File: config.mk
export PLATFORM = sky130hd
export DESIGN_NAME = vscale_dmem_wb_bridge_flat
export DESIGN_NICKNAME = d
export VERILOG_FILES = /design/src/rtl/vscale_dmem_wb_bridge_pkg.sv /design/src/rtl/vscale_dmem_wb_bridge_if.sv /design/src/rtl/vscale_wb_sel_gen.sv /design/src/rtl/vscale_dmem_wb_bridge.sv /design/src/flat_wrapper.sv
export SDC_FILE = /design/constraint.sdc
export NUM_CORES = 1
export LEC_CHECK = 0
export BUFFER_PORTS_ARGS = -buffer_cell sky130_fd_sc_hd__buf_2
export CORE_ASPECT_RATIO = 1.2
export CORE_MARGIN = 4
export CORE_UTILIZATION = 48
export DETAILED_ROUTE_END_ITERATION = 6
export GPL_TIMING_DRIVEN = 0
export PLACE_DENSITY = 0.84
export SLEW_MARGIN = 20
export SYNTH_ARGS = -nofsm -noshare
export SYNTH_HDL_FRONTEND = slang
export SYNTH_HIERARCHICAL = 1
export SYNTH_SLANG_ARGS = --single-unit
File: constraint.sdc
create_clock -name clk -period 4.8 [get_ports clk]
set_clock_uncertainty 0.1 [all_clocks]
set_input_delay 0.72 -clock clk [delete_from_list [all_inputs] [get_ports clk]]
set_output_delay 0.72 -clock clk [all_outputs]
set_load 0.01 [all_outputs]
File: src/rtl/vscale_dmem_wb_bridge_pkg.sv
// Shared constants and types for the vscale data-memory to Wishbone bridge.
package vscale_dmem_wb_bridge_pkg;

    // Width of the pipeline's memory-type field; bit 2 is the unsigned-load flag.
    localparam int unsigned MEM_TYPE_WIDTH = 3;

    // Wishbone byte-lane select width for a 32-bit data bus.
    localparam int unsigned WB_SEL_WIDTH = 4;

    // Access-size codes carried in dmem_size[1:0].
    localparam logic [1:0] MEM_TYPE_SB = 2'd0;
    localparam logic [1:0] MEM_TYPE_SH = 2'd1;
    localparam logic [1:0] MEM_TYPE_SW = 2'd2;

    localparam logic [1:0] SIZE_BYTE    = MEM_TYPE_SB;
    localparam logic [1:0] SIZE_HALF    = MEM_TYPE_SH;
    localparam logic [1:0] SIZE_WORD    = MEM_TYPE_SW;
    localparam logic [1:0] SIZE_ILLEGAL = 2'd3;

    // Bridge FSM states.
    typedef enum logic [1:0] {
        StIdle  = 2'd0,
        StBus   = 2'd1,
        StResp  = 2'd2,
        StFault = 2'd3
    } bridge_state_e;

endpackage

File: src/rtl/vscale_dmem_wb_bridge_if.sv
// Pipeline data-memory port plus Wishbone B4 classic master signals.
interface vscale_dmem_wb_bridge_if #(
    parameter int unsigned XPR_LEN = 32
);
    import vscale_dmem_wb_bridge_pkg::*;

    // Pipeline side
    logic                      dmem_en;
    logic                      dmem_wen;
    logic [MEM_TYPE_WIDTH-1:0] dmem_size;
    logic [XPR_LEN-1:0]        dmem_addr;
    logic [XPR_LEN-1:0]        dmem_wdata_delayed;
    logic                      dmem_wait;
    logic [XPR_LEN-1:0]        dmem_rdata;
    logic                      dmem_badmem_e;

    // Wishbone side
    logic                      wb_cyc_o;
    logic                      wb_stb_o;
    logic                      wb_we_o;
    logic [XPR_LEN-1:0]        wb_adr_o;
    logic [WB_SEL_WIDTH-1:0]   wb_sel_o;
    logic [XPR_LEN-1:0]        wb_dat_o;
    logic [XPR_LEN-1:0]        wb_dat_i;
    logic                      wb_ack_i;
    logic                      wb_err_i;

    // The bridge itself: serves the pipeline and masters the bus.
    modport master (
        input  dmem_en, dmem_wen, dmem_size, dmem_addr, dmem_wdata_delayed,
        output dmem_wait, dmem_rdata, dmem_badmem_e,
        output wb_cyc_o, wb_stb_o, wb_we_o, wb_adr_o, wb_sel_o, wb_dat_o,
        input  wb_dat_i, wb_ack_i, wb_err_i
    );

    // The surroundings: pipeline requester and Wishbone slave.
    modport slave (
        output dmem_en, dmem_wen, dmem_size, dmem_addr, dmem_wdata_delayed,
        input  dmem_wait, dmem_rdata, dmem_badmem_e,
        input  wb_cyc_o, wb_stb_o, wb_we_o, wb_adr_o, wb_sel_o, wb_dat_o,
        output wb_dat_i, wb_ack_i, wb_err_i
    );

endinterface

File: src/rtl/vscale_wb_sel_gen.sv
// Byte-lane select and misalignment decode for a single data access.
module vscale_wb_sel_gen
    import vscale_dmem_wb_bridge_pkg::*;
(
    input  logic [1:0]              size,
    input  logic [1:0]              addr_lo,
    output logic [WB_SEL_WIDTH-1:0] sel,
    output logic                    misalign
);

    // Decode lanes from size and low address bits; size 3 is always a fault.
    always_comb begin
        sel      = '0;
        misalign = 1'b0;
        case (size)
            SIZE_BYTE: begin
                sel = 4'b0001 << addr_lo;
            end
            SIZE_HALF: begin
                sel      = addr_lo[1] ? 4'b1100 : 4'b0011;
                misalign = addr_lo[0];
            end
            SIZE_WORD: begin
                sel      = 4'b1111;
                misalign = |addr_lo;
            end
            default: begin
                misalign = 1'b1;
            end
        endcase
    end

endmodule

File: src/rtl/vscale_dmem_wb_bridge.sv
// Wishbone B4 classic master behind the vscale pipeline's data-memory port.
// One bus cycle per request, issued the cycle after accept so the delayed
// store data is available; faults are reported as a one-cycle badmem pulse.
module vscale_dmem_wb_bridge
    import vscale_dmem_wb_bridge_pkg::*;
#(
    parameter int unsigned XPR_LEN = 32,
    parameter int unsigned TIMEOUT = 255,
    parameter int unsigned TO_W    = 8
) (
    input  logic                          clk,
    input  logic                          reset,
    vscale_dmem_wb_bridge_if.master       bus
);

    localparam logic [TO_W-1:0] TIMEOUT_VAL = TO_W'(TIMEOUT);

    bridge_state_e           state_q, state_d;
    logic [TO_W-1:0]         cnt_q, cnt_d;
    logic                    wen_q;
    logic [XPR_LEN-1:0]      adr_q;
    logic [WB_SEL_WIDTH-1:0] sel_q;
    logic [XPR_LEN-1:0]      rdata_q;

    logic [WB_SEL_WIDTH-1:0] req_sel;
    logic                    req_misalign;
    logic                    accept;
    logic                    in_bus;
    logic                    bus_ok;
    logic [TO_W-1:0]         cnt_inc;

    // Unsigned-load flag only matters to the pipeline's extension logic.
    logic unused_size_msb;
    assign unused_size_msb = bus.dmem_size[2];

    vscale_wb_sel_gen u_sel_gen (
        .size     (bus.dmem_size[1:0]),
        .addr_lo  (bus.dmem_addr[1:0]),
        .sel      (req_sel),
        .misalign (req_misalign)
    );

    assign in_bus  = (state_q == StBus);
    assign accept  = bus.dmem_en && !in_bus;
    assign bus_ok  = bus.wb_ack_i && !bus.wb_err_i;
    assign cnt_inc = cnt_q + 1'b1;

    // Next state and timeout counter.
    always_comb begin
        state_d = state_q;
        cnt_d   = cnt_q;
        case (state_q)
            StBus: begin
                cnt_d = cnt_inc;
                if (bus_ok) begin
                    state_d = StResp;
                end else if (bus.wb_err_i) begin
                    state_d = StFault;
                end else if (cnt_inc == TIMEOUT_VAL) begin
                    state_d = StFault;
                end
            end
            default: begin
                if (bus.dmem_en) begin
                    state_d = req_misalign ? StFault : StBus;
                    cnt_d   = '0;
                end else begin
                    state_d = StIdle;
                end
            end
        endcase
    end

    // State register; reset drops cyc/stb immediately via state_q.
    always_ff @(posedge clk or negedge reset) begin
        if (!reset) begin
            state_q <= StIdle;
            cnt_q   <= '0;
        end else begin
            state_q <= state_d;
            cnt_q   <= cnt_d;
        end
    end

    // Capture request attributes on accept; latch load data on a clean ack.
    always_ff @(posedge clk or negedge reset) begin
        if (!reset) begin
            wen_q   <= 1'b0;
            adr_q   <= '0;
            sel_q   <= '0;
            rdata_q <= '0;
        end else begin
            if (accept) begin
                wen_q <= bus.dmem_wen;
                adr_q <= {bus.dmem_addr[XPR_LEN-1:2], 2'b00};
                sel_q <= req_sel;
            end
            if (in_bus && bus_ok && !wen_q) begin
                rdata_q <= bus.wb_dat_i;
            end
        end
    end

    // Bus and pipeline outputs, all decoded from the current state.
    always_comb begin
        bus.wb_cyc_o      = in_bus;
        bus.wb_stb_o      = in_bus;
        bus.wb_we_o       = in_bus && wen_q;
        bus.wb_adr_o      = in_bus ? adr_q : '0;
        bus.wb_sel_o      = in_bus ? sel_q : '0;
        bus.wb_dat_o      = in_bus ? bus.dmem_wdata_delayed : '0;
        bus.dmem_wait     = in_bus;
        bus.dmem_badmem_e = (state_q == StFault);
        bus.dmem_rdata    = rdata_q;
    end

endmodule

File: src/flat_wrapper.sv
// flat-port wrapper written by rule: the top's interface ports become plain ports
module vscale_dmem_wb_bridge_flat import vscale_dmem_wb_bridge_pkg::*;
#(
    parameter int unsigned XPR_LEN = 32,
    parameter int unsigned TIMEOUT = 255,
    parameter int unsigned TO_W    = 8
)
  (clk, reset, bus_dmem_en, bus_dmem_wen, bus_dmem_size, bus_dmem_addr, bus_dmem_wdata_delayed, bus_dmem_wait, bus_dmem_rdata, bus_dmem_badmem_e, bus_wb_cyc_o, bus_wb_stb_o, bus_wb_we_o, bus_wb_adr_o, bus_wb_sel_o, bus_wb_dat_o, bus_wb_dat_i, bus_wb_ack_i, bus_wb_err_i);
  vscale_dmem_wb_bridge_if #(.XPR_LEN(XPR_LEN)) bus_i ();
  input  logic clk;
  input  logic reset;
  input wire logic [$bits(bus_i.dmem_en)-1:0] bus_dmem_en;
  input wire logic [$bits(bus_i.dmem_wen)-1:0] bus_dmem_wen;
  input wire logic [$bits(bus_i.dmem_size)-1:0] bus_dmem_size;
  input wire logic [$bits(bus_i.dmem_addr)-1:0] bus_dmem_addr;
  input wire logic [$bits(bus_i.dmem_wdata_delayed)-1:0] bus_dmem_wdata_delayed;
  output wire logic [$bits(bus_i.dmem_wait)-1:0] bus_dmem_wait;
  output wire logic [$bits(bus_i.dmem_rdata)-1:0] bus_dmem_rdata;
  output wire logic [$bits(bus_i.dmem_badmem_e)-1:0] bus_dmem_badmem_e;
  output wire logic [$bits(bus_i.wb_cyc_o)-1:0] bus_wb_cyc_o;
  output wire logic [$bits(bus_i.wb_stb_o)-1:0] bus_wb_stb_o;
  output wire logic [$bits(bus_i.wb_we_o)-1:0] bus_wb_we_o;
  output wire logic [$bits(bus_i.wb_adr_o)-1:0] bus_wb_adr_o;
  output wire logic [$bits(bus_i.wb_sel_o)-1:0] bus_wb_sel_o;
  output wire logic [$bits(bus_i.wb_dat_o)-1:0] bus_wb_dat_o;
  input wire logic [$bits(bus_i.wb_dat_i)-1:0] bus_wb_dat_i;
  input wire logic [$bits(bus_i.wb_ack_i)-1:0] bus_wb_ack_i;
  input wire logic [$bits(bus_i.wb_err_i)-1:0] bus_wb_err_i;
  assign bus_i.dmem_en = bus_dmem_en;
  assign bus_i.dmem_wen = bus_dmem_wen;
  assign bus_i.dmem_size = bus_dmem_size;
  assign bus_i.dmem_addr = bus_dmem_addr;
  assign bus_i.dmem_wdata_delayed = bus_dmem_wdata_delayed;
  assign bus_dmem_wait = bus_i.dmem_wait;
  assign bus_dmem_rdata = bus_i.dmem_rdata;
  assign bus_dmem_badmem_e = bus_i.dmem_badmem_e;
  assign bus_wb_cyc_o = bus_i.wb_cyc_o;
  assign bus_wb_stb_o = bus_i.wb_stb_o;
  assign bus_wb_we_o = bus_i.wb_we_o;
  assign bus_wb_adr_o = bus_i.wb_adr_o;
  assign bus_wb_sel_o = bus_i.wb_sel_o;
  assign bus_wb_dat_o = bus_i.wb_dat_o;
  assign bus_i.wb_dat_i = bus_wb_dat_i;
  assign bus_i.wb_ack_i = bus_wb_ack_i;
  assign bus_i.wb_err_i = bus_wb_err_i;
  vscale_dmem_wb_bridge #(.XPR_LEN(XPR_LEN), .TIMEOUT(TIMEOUT), .TO_W(TO_W)) u_core (.clk(clk), .reset(reset), .bus(bus_i));
endmodule
==> results.json <==
{
  "status": "completed",
  "finalInstanceArea_um2": 5090,
  "post-place-cells": 597,
  "vias": 3042,
  "syn_area_um2": 3670,
  "clock-sinks": 77,
  "timing.critical_path.required_ps": 3980,
  "layout.cells.most_common_list": "208 x buf_2, 77 x dfrtp_1, 68 x and2_1",
  "num-fill-cells": 586,
  "hp-class": "input port to asynchronous set/reset pin",
  "power_leakage_nw": 2.63,
  "worst_r2r_startpoint": "u_core/cnt_q[1]$_DFFE_PN0P_",
  "report.final.hold_viol_count": 0,
  "grt_util_all_layers": 0.208,
  "timing_worst_setup_path_type": "flip-flop to primary output",
  "timing.final.max_slew_violations": 0,
  "finalPower_w": 0.00257,
  "layout_setup_ws_ps": 2030,
  "number_of_detailed_route_iterations_in_the_first_pass": 4,
  "rsz0062_at_grt": "false",
  "sequential_cell_area_um2": 1930,
  "die_width_um": 87.8,
  "syn_avg_cell_area_um2": 12.3,
  "finalNonFillerCells": 613,
  "num-nets-final": 625,
  "postRouteAntennaNets": 0,
  "post-route-period-util": 0.577,
  "setup_viol": 0,
  "cts-resized-gates": 0,
  "placement.cell_area_um2": 4840,
  "max_cap_viol_count": 0,
  "period_minus_slack_ps": 2770,
  "pre_cts_ws_ps": 2340,
  "drc": 0,
  "met2_wirelength_mm": 5.23,
  "worstSetupEndpoint": "bus_wb_adr_o[3]",
  "fp-row-count": 34,
  "h-tree-depth": 3,
  "grt_overflow_total": 0,
  "clock_tree.buffer_depth": 2,
  "totalWireLength_mm": 9.55,
  "initial_utilization": 0.498,
  "1st_iter_drt_viols": 87,
  "setup-tns-final_ps": 0,
  "p_per_area_nw_per_um2": 506,
  "die_span_y_um": 104,
  "worstSetupStartpointType": "flip-flop",
  "port_buffers": 206,
  "antenna_found_initial": 0,
  "cpMaxStageDelayCell": "dfrtp_1",
  "post_synth_inst_count": 299,
  "worst_path_largest_cell_delay_ps": 370,
  "multi_input_area_um2": 1600,
  "final_common_cell": "buf_2",
  "cp_cell_sequence": "nand2b_1 > buf_6 > inv_2 > clkbuf_1 > and2_1 > buf_2",
  "top_layer": "met4",
  "worstSetupEndpointType": "primary output",
  "cts_hold_buffers": 0,
  "cts_made_buffers": 9,
  "synth_seq_area_share": 0.526,
  "routabilityCongestion": 0.769,
  "place.detailed.hpwl_mm": 7.61,
  "cts_tree": "built",
  "count_of_cells_along_the_worst_register_to_register_path": 5,
  "vias_per_cell": 4.96,
  "wire_per_inst_um": 15.6,
  "pin_count_of_the_biggest_net_entering_global_routing": 41,
  "crit_path_start": "u_core/state_q[1]$_DFFE_PN0P_",
  "layout-drive-gt1-share": 0.587,
  "synthDistinctLibCells": 38,
  "floorplan.io_pins": 210,
  "post-cts-setup-buffers": 0,
  "areaGrowthSynthToFinish_pct": 38.9,
  "clk_pin_slew_worst_paths_ps": 80,
  "detailroute.wirelength.met3_um": 925,
  "grt_pass1_vias": 3111,
  "cp_data_arrival_time_ps": 1950,
  "r2r_slack_ps": 2830,
  "die_area_um2": 9110,
  "tightest_slew_ps": 505,
  "ff_latch_count_synth": 77,
  "global_route_wire_length_before_repair_mm": 14.7,
  "worst_r2r_endpoint": "u_core/state_q[1]$_DFFE_PN0P_",
  "insertion_delay_ps": 330,
  "critPathMaxFanout": 10,
  "synth.yosys.warnings": 6,
  "slew_headroom": 0.664,
  "ir_worst_vdd_v": 0.000394,
  "n_antenna_cell": 0,
  "cts_root_buffer": "clkbuf_8",
  "max_freq_mhz": 361,
  "met1_routed_length_mm": 3.27,
  "core_area_um2": 7360
}
[per-layer routing]
| metal | up-vias | global-route usage |
|---|---|---|
| met5 | - | 0 |
| met4 | 0 | 0.0811 |
| met3 | 12 | 0.0477 |
| met2 | 144 | 0.382 |
| met1 | 1431 | 0.222 |
| li1 | 1455 | - |
[logic make-up (layout without fill, tap and decap cells)]
logic type,after synthesis,count (layout),synth area share
other cells,1,2,0.00102
flops,77,77,0.526
xor+xnor,2,2,0.00478
mux,67,67,0.206
compound gates,28,28,0.0512
buf+inv,23,246,0.0392
simple gates,99,99,0.166
fa+ha+maj,2,2,0.00682
[where the power goes]
part / total [W] / switching, W / internal [W]
sequential: 0.00101 / 0.000123 / 0.000884
clock: 0.000620 / 0.000221 / 0.000399
combinational: 0.000947 / 0.000462 / 0.000485
total: 0.00257 / 0.000807 / 0.00177
[how the worst min path moves through the flow]
stage	startpoint	to	slack (ps)	depth (start not counted)
5_1_grt	reset	u_core/bus.dmem_rdata[22]$_DFFE_PN0P_	270	1
2_1_floorplan	reset	u_core/adr_q[10]$_DFFE_PN0P_	320	0
3_5_place_dp	u_core/bus.dmem_rdata[22]$_DFFE_PN0P_	u_core/bus.dmem_rdata[22]$_DFFE_PN0P_	380	1
4_1_cts	reset	u_core/bus.dmem_rdata[22]$_DFFE_PN0P_	250	1
6_report	reset	u_core/bus.dmem_rdata[22]$_DFFE_PN0P_	240	1
3_3_place_gp	u_core/bus.dmem_rdata[22]$_DFFE_PN0P_	u_core/bus.dmem_rdata[22]$_DFFE_PN0P_	370	1
[sequential cells by signal (all words and copies together) (netlist names)]
signal	flops
u_core/bus.dmem_rdata	32
u_core/state_q	2
u_core/sel_q	4
u_core/wen_q	1
u_core/adr_q	30
u_core/cnt_q	8
[worst max-delay path, delay by kind of cell (launching register included)]
| kind | cells | cell delay (ps) |
|---|---|---|
| buffers and inverters | 4 | 830 |
| AND/OR/NAND/NOR | 2 | 400 |
| flip-flops | 1 | 370 |
[cells in the mapped netlist]
master	instances	area [um2]
nor4b_4	1	23.8
and3_4	1	11.3
clkbuf_2	1	5.00
xnor2_1	2	17.5
ha_1	2	25.0
buf_4	4	30.0
o21ai_0	11	55.1
and2_1	68	425
mux2_1	1	11.3
nand2b_2	1	8.76
nand2_1	7	26.3
a31oi_1	3	18.8
o32ai_2	1	16.3
nor2b_1	1	6.26
dfrtp_1	77	1930
o31ai_2	2	25.0
nand3_1	2	10.0
or3_1	1	6.26
a21oi_1	4	20.0
mux2_2	66	743
buf_2	3	15.0
nand2b_4	1	13.8
nor3_1	3	15.0
a41oi_1	1	8.76
o31ai_1	1	7.51
nand3b_1	1	7.51
nand2b_1	1	6.26
nor2_1	9	33.8
o21bai_1	1	7.51
a22o_1	1	8.76
o311a_1	1	10.0
buf_6	5	56.3
clkbuf_1	7	26.3
inv_1	2	7.51
nand4_1	2	12.5
conb_1	1	3.75
inv_2	1	3.75
o21ai_1	2	10.0
[metrics by stage]
stage | hold slack (ps) | util
2_1_floorplan | 324 | -
3_3_place_gp | 368 | 0.654
3_5_place_dp | 384 | 0.657
4_1_cts | 249 | 0.692
5_1_grt | 265 | 0.692
6_report | 242 | 0.692
[cell type report]
class                   instances  share of cell area
multi-input cells             200               0.314
clock buffers                  12              0.0265
inverters                       3             0.00221
flip-flops and latches         77               0.378
clock inverters                 4              0.0236
repair buffers                207               0.207
well taps                      90              0.0221
plain buffers                  20              0.0261
Note: power is estimated with default switching activity, not from simulation.
